### config.mk
export PLATFORM = sky130hd
export DESIGN_NAME = dcache_ctrl
export DESIGN_NICKNAME = d
export VERILOG_FILES = /design/src/rtl/dcache_ctrl.sv
export SDC_FILE = /design/constraint.sdc
export NUM_CORES = 1
export LEC_CHECK = 0
export CAP_MARGIN = 0
export CORE_UTILIZATION = 30
export DETAILED_ROUTE_END_ITERATION = 10
export GPL_ROUTABILITY_DRIVEN = 0
export HOLD_SLACK_MARGIN = 0.12
export PLACE_DENSITY_LB_ADDON = 0.25
export SETUP_SLACK_MARGIN = 0.3
export SYNTH_ARGS = -nofsm -noshare
export SYNTH_HDL_FRONTEND = slang
export SYNTH_SLANG_ARGS = --single-unit
### constraint.sdc
create_clock -name clk -period 1.8 [get_ports clk]
set_input_delay 0.18 -clock clk [delete_from_list [all_inputs] [get_ports clk]]
set_output_delay 0.18 -clock clk [all_outputs]
set_load 0.005 [all_outputs]
### src/rtl/dcache_ctrl.sv
// Control FSM for a direct-mapped, one-word-per-line, write-through data cache.
// Sequences CPU requests through a tag/data store lookup and the memory bus.
module dcache_ctrl #(
  parameter int NUM_LINES  = 512,
  parameter int ADDR_WIDTH = 32,
  parameter int DATA_WIDTH = 32,
  localparam int IDX_BITS  = $clog2(NUM_LINES),
  localparam int TAG_BITS  = ADDR_WIDTH - IDX_BITS - 2
) (
  input  logic                  clk,
  input  logic                  resetn,
  input  logic                  flush,
  input  logic                  cpu_valid,
  output logic                  cpu_ready,
  input  logic [ADDR_WIDTH-1:0] cpu_addr,
  input  logic [3:0]            cpu_wstrb,
  input  logic [DATA_WIDTH-1:0] cpu_wdata,
  output logic [DATA_WIDTH-1:0] cpu_rdata,
  input  logic                  cpu_cacheable,
  output logic                  mem_valid,
  input  logic                  mem_ready,
  output logic [ADDR_WIDTH-1:0] mem_addr,
  output logic [3:0]            mem_wstrb,
  output logic [DATA_WIDTH-1:0] mem_wdata,
  input  logic [DATA_WIDTH-1:0] mem_rdata,
  output logic                  st_flush,
  output logic [IDX_BITS-1:0]   st_idx,
  output logic [TAG_BITS-1:0]   st_tag,
  output logic                  st_re,
  output logic                  st_we,
  output logic [DATA_WIDTH-1:0] st_wdata,
  input  logic [DATA_WIDTH-1:0] st_rdata,
  input  logic                  st_hit
);

  localparam int LANE_W = DATA_WIDTH / 4;
  localparam int WORD_W = ADDR_WIDTH - 2;

  typedef enum logic [1:0] {
    IDLE,
    LOOKUP,
    MEM_RD,
    MEM_WR
  } state_t;

  state_t                  state;
  state_t                  state_nxt;
  logic                    accept;
  logic [WORD_W-1:0]       req_word;
  logic [3:0]              req_wstrb;
  logic [DATA_WIDTH-1:0]   req_wdata;
  logic                    req_cacheable;
  logic [IDX_BITS-1:0]     req_idx;
  logic [TAG_BITS-1:0]     req_tag;
  logic                    unused_addr_bits;

  // Replace strobed byte lanes of the stored word with the new store data.
  function automatic logic [DATA_WIDTH-1:0] byte_merge(
    input logic [DATA_WIDTH-1:0] old_word,
    input logic [DATA_WIDTH-1:0] new_word,
    input logic [3:0]            strb
  );
    logic [DATA_WIDTH-1:0] merged;
    merged = old_word;
    for (int b = 0; b < 4; b++) begin
      if (strb[b]) merged[b*LANE_W +: LANE_W] = new_word[b*LANE_W +: LANE_W];
    end
    return merged;
  endfunction

  assign unused_addr_bits = ^cpu_addr[1:0];
  assign req_idx   = req_word[IDX_BITS-1:0];
  assign req_tag   = req_word[WORD_W-1:IDX_BITS];
  assign mem_addr  = {req_word, 2'b00};
  assign mem_wdata = req_wdata;
  assign st_flush  = flush;

  always_ff @(posedge clk) begin
    if (!resetn) begin
      state         <= IDLE;
      req_word      <= '0;
      req_wstrb     <= '0;
      req_wdata     <= '0;
      req_cacheable <= 1'b0;
    end else begin
      state <= state_nxt;
      if (accept) begin
        req_word      <= cpu_addr[ADDR_WIDTH-1:2];
        req_wstrb     <= cpu_wstrb;
        req_wdata     <= cpu_wdata;
        req_cacheable <= cpu_cacheable;
      end
    end
  end

  always_comb begin
    state_nxt = state;
    accept    = 1'b0;
    cpu_ready = 1'b0;
    cpu_rdata = '0;
    mem_valid = 1'b0;
    mem_wstrb = '0;
    st_idx    = req_idx;
    st_tag    = req_tag;
    st_re     = 1'b0;
    st_we     = 1'b0;
    st_wdata  = '0;
    case (state)
      IDLE: begin
        if (cpu_valid) begin
          accept = 1'b1;
          if (cpu_cacheable) begin
            // Start the store read now so hit/data are ready in LOOKUP.
            st_re     = 1'b1;
            st_idx    = cpu_addr[IDX_BITS+1:2];
            st_tag    = cpu_addr[ADDR_WIDTH-1:IDX_BITS+2];
            state_nxt = LOOKUP;
          end else if (cpu_wstrb == 4'b0000) begin
            state_nxt = MEM_RD;
          end else begin
            state_nxt = MEM_WR;
          end
        end
      end
      LOOKUP: begin
        if (req_wstrb == 4'b0000) begin
          if (st_hit) begin
            cpu_ready = 1'b1;
            cpu_rdata = st_rdata;
            state_nxt = IDLE;
          end else begin
            state_nxt = MEM_RD;
          end
        end else begin
          // Write-through, no allocate: only refresh the store on a hit.
          st_we     = st_hit;
          st_wdata  = byte_merge(st_rdata, req_wdata, req_wstrb);
          state_nxt = MEM_WR;
        end
      end
      MEM_RD: begin
        mem_valid = 1'b1;
        if (mem_ready) begin
          cpu_ready = 1'b1;
          cpu_rdata = mem_rdata;
          st_we     = req_cacheable;
          st_wdata  = mem_rdata;
          state_nxt = IDLE;
        end
      end
      MEM_WR: begin
        mem_valid = 1'b1;
        mem_wstrb = req_wstrb;
        if (mem_ready) begin
          cpu_ready = 1'b1;
          state_nxt = IDLE;
        end
      end
      default: state_nxt = IDLE;
    endcase
  end

endmodule

==> results_dict.tcl <==
set metrics [dict create \
    status "finished, violations left" \
    violations "design-rule violations, negative setup slack" \
    syn_avg_cell_area_um2 7.688 \
    fin_area_um2 9787 \
    synth_cell_types 31 \
    maxSlewViolCount 0 \
    cp_max_fo 8 \
    coreArea_um2 14640 \
    grt_pass1_vias 5793 \
    ctsHtreeMaxLevel 3 \
    layoutNonFillerInstCount 1139 \
    synth_ff_type "dfxtp_1" \
    async_flop_share_pct 0 \
    fmax_ghz 0.4741 \
    post-place-cells 1048 \
    grt_max_degree 67 \
    antenna_found_initial 0 \
    synth-seq-cells 69 \
    drt_iter0_drc 208 \
    cp_slowest_cell "dfxtp_4" \
    vias_per_cell 5.081 \
    p_leak_nw 4.072 \
    hold_buffers 0 \
    p_sw_share_pct 38.25 \
    switchingPower_mw 4.211 \
    crit_chain "nor4_4 -> nand3_2 -> buf_6 -> buf_6 -> buf_16 -> buf_6 -> o21ai_2 -> buf_2" \
    cts_max_path_buffers 2 \
    io_pins 306 \
    path_clk_slew_ns 0.06 \
    combPwrFrac_pct 64.6 \
    total_power_mw 11.01 \
    synth_top_area_cell "dfxtp_1" \
    max_stage_delay_ns 0.36 \
    cp-end-kind "primary output" \
    dp_hpwl_um 13020 \
    drt-pass1-iter-count 8 \
    seqPwrFrac_pct 19.0 \
    dpl_cell_area_um2 7945 \
    num_vias 5787 \
    wirelength_um 21400 \
    synth-edff-count 0 \
    finClkSkew_ns 0.004696 \
    start_util_pct 30.87 \
    rsz0062_at_grt "yes" \
    crit_required_ns 1.62 \
    period_share_pct 117.2 \
    power_density_nw_per_um2 1125 \
    cts_buffers 9 \
    final_hold_viol_count 0 \
    remaining_drc_errors 47 \
    fin_nets 1094 \
    fin_crit_ns 2.109 \
    clockRootBuffer "clkbuf_16" \
    yosys-top-cells-count "nand2_1, dfxtp_1, a21boi_1, and2_1, nand3_1" \
    synth_most_common_cell "nand2_1" \
    postLayoutSetupSlackWorst_ns -0.3093 \
    cts_tree "yes" \
    netlist_instances 588 \
    dieArea_um2 15560 \
    die_y_um 124.8 \
    syn_area_um2 4521 \
    p_int_mw 6.797 \
    clkLatencyLatePin_ns 0.32 \
    worstSetupStartpointType "flop" \
    dp_slack_ns -0.3274 \
    hp-class "primary input to flop" \
    setup_viol 98 \
    numClockSinks 69 \
    portBuffers 299 \
    grt_pass1_wl_um 31480 \
    vdd_drop_max_uv 588.4 \
    synth.area.top_cells "dfxtp_1, nand2_1, a21boi_1, mux2_1, mux2i_1" \
    drive_gt1_share_pct 38.32 \
    drt-wirelength-per-cell_um 18.79 \
    grt_overflow 0 \
    antennaDiodeCount 0 \
    drv_cap 0 \
    grt_use_total_pct 25.77 \
    synth_top_area_share_pct 30.56 \
    synth_seq_area_share_pct 30.56 \
    ant_nets 0 \
    path_common_cell "buf_6" \
    synth_warnings 0 \
    crit_arrival_ns 1.93 \
    p_clk_share_pct 16.4 \
    num_rows 44 \
    die-width_um 124.8 \
    syn2layout_area_growth_pct 116.5 \
    crit_type "flop to primary output" \
]
worst paths after layout:
kind,start,slack (ns),to,depth (start not counted)
worst min-delay path,resetn,0.30,state[1],2
worst max register to register,req_wstrb[0],-0.22,state[1],13
worst min register to register,req_cacheable,0.47,req_cacheable,2
worst max-delay path,req_wstrb[0],-0.31,cpu_rdata[17],8
cells by family (layout without fill, tap and decap cells):
kind of cell	count (synthesis)	count (layout)	share of synthesized area, %
AO/OA/AOI/OAI	140	140	22.75
other	1	2	0.08295
adder cells (fa/ha/maj)	5	5	1.384
AND/OR/NAND/NOR	251	251	24.36
flip-flops	69	69	30.56
multiplexers	62	62	14.56
buffers and inverters	60	426	6.310
cells in the final DEF (no fill, tap or decap), drive strengths merged:
cell type | synthesis | final
a21boi | 67 | 67
nand2b | 3 | 3
and2 | 38 | 38
clkdlybuf4s50 | 0 | 196
and3 | 2 | 2
nand3 | 33 | 33
o21ai | 32 | 32
mux2 | 30 | 30
o21bai | 1 | 1
clkbuf | 24 | 12
dfxtp | 69 | 69
conb | 1 | 2
nor2b | 1 | 1
a21o | 1 | 1
nand2 | 170 | 170
or2 | 1 | 1
nor2 | 1 | 1
o41ai | 1 | 1
o2bb2ai | 32 | 32
nor4 | 2 | 2
clkinvlp | 0 | 2
a32o | 1 | 1
buf | 32 | 209
ha | 5 | 5
bufinv | 0 | 1
inv | 4 | 5
clkinv | 0 | 1
o21a | 1 | 1
a21oi | 3 | 3
mux2i | 32 | 32
o311a | 1 | 1
layout make-up:
class | instances | area (um^2)
clock buffers | 11 | 242.7
well taps | 184 | 230.2
repair buffers | 406 | 4217
flip-flops and latches | 69 | 1399
multi-input cells | 460 | 3617
fillers | 1203 | 4857
inverters | 4 | 22.52
clock inverters | 5 | 58.81
registers in the layout (all words and copies together) (netlist names):
name / cells
req_wstrb: 4
state: 2
req_word: 30
req_cacheable: 1
mem_wdata: 32
what timing repair did:
item	CTS	global route
pin swaps	23	29
gates resized for setup	518	127
endpoints found under the setup margin	170	171
buffers inserted	52	10
cloned	12	1
metrics by stage:
step,utilization [%],hold slack [ns],TNS [ns]
3_3_place_gp,54.25,0.3601,-21.16
3_5_place_dp,54.25,0.3601,-24.01
4_1_cts,61.70,0.2979,-21.75
5_1_grt,66.83,0.3048,-29.90
2_1_floorplan,-,0.3148,0
6_report,66.83,0.2979,-24.00
worst max-delay path: cells and delay by family (launching register included):
family                 cells  cell delay (ns)
AO/OA/AOI/OAI              1             0.10
AND/OR/NAND/NOR            2             0.50
flip-flops                 1             0.36
buffers and inverters      5             0.64
power by group through the flow:
| stage | sequential, mW | clock (mW) | combinational, mW |
|---|---|---|---|
| after detailed placement | 2.09 | 0 | 5.04 |
| after CTS | 2.08 | 1.85 | 6.21 |
| after floorplan | 2.05 | 0 | 2.58 |
| after global placement | 2.08 | 0 | 5.00 |
| after global routing | 2.14 | 1.93 | 7.54 |
| final | 2.09 | 1.81 | 7.11 |
routing by layer:
layer  share of wire (%)  track usage, %  vias up
li1                    -               -     2736
met5                   0               0        -
met2                  53           48.58      247
met4                 2.0           8.061        0
met3                 7.9           6.186       33
met1                  37           28.10     2771
Note: power is estimated with default switching activity, not from simulation.
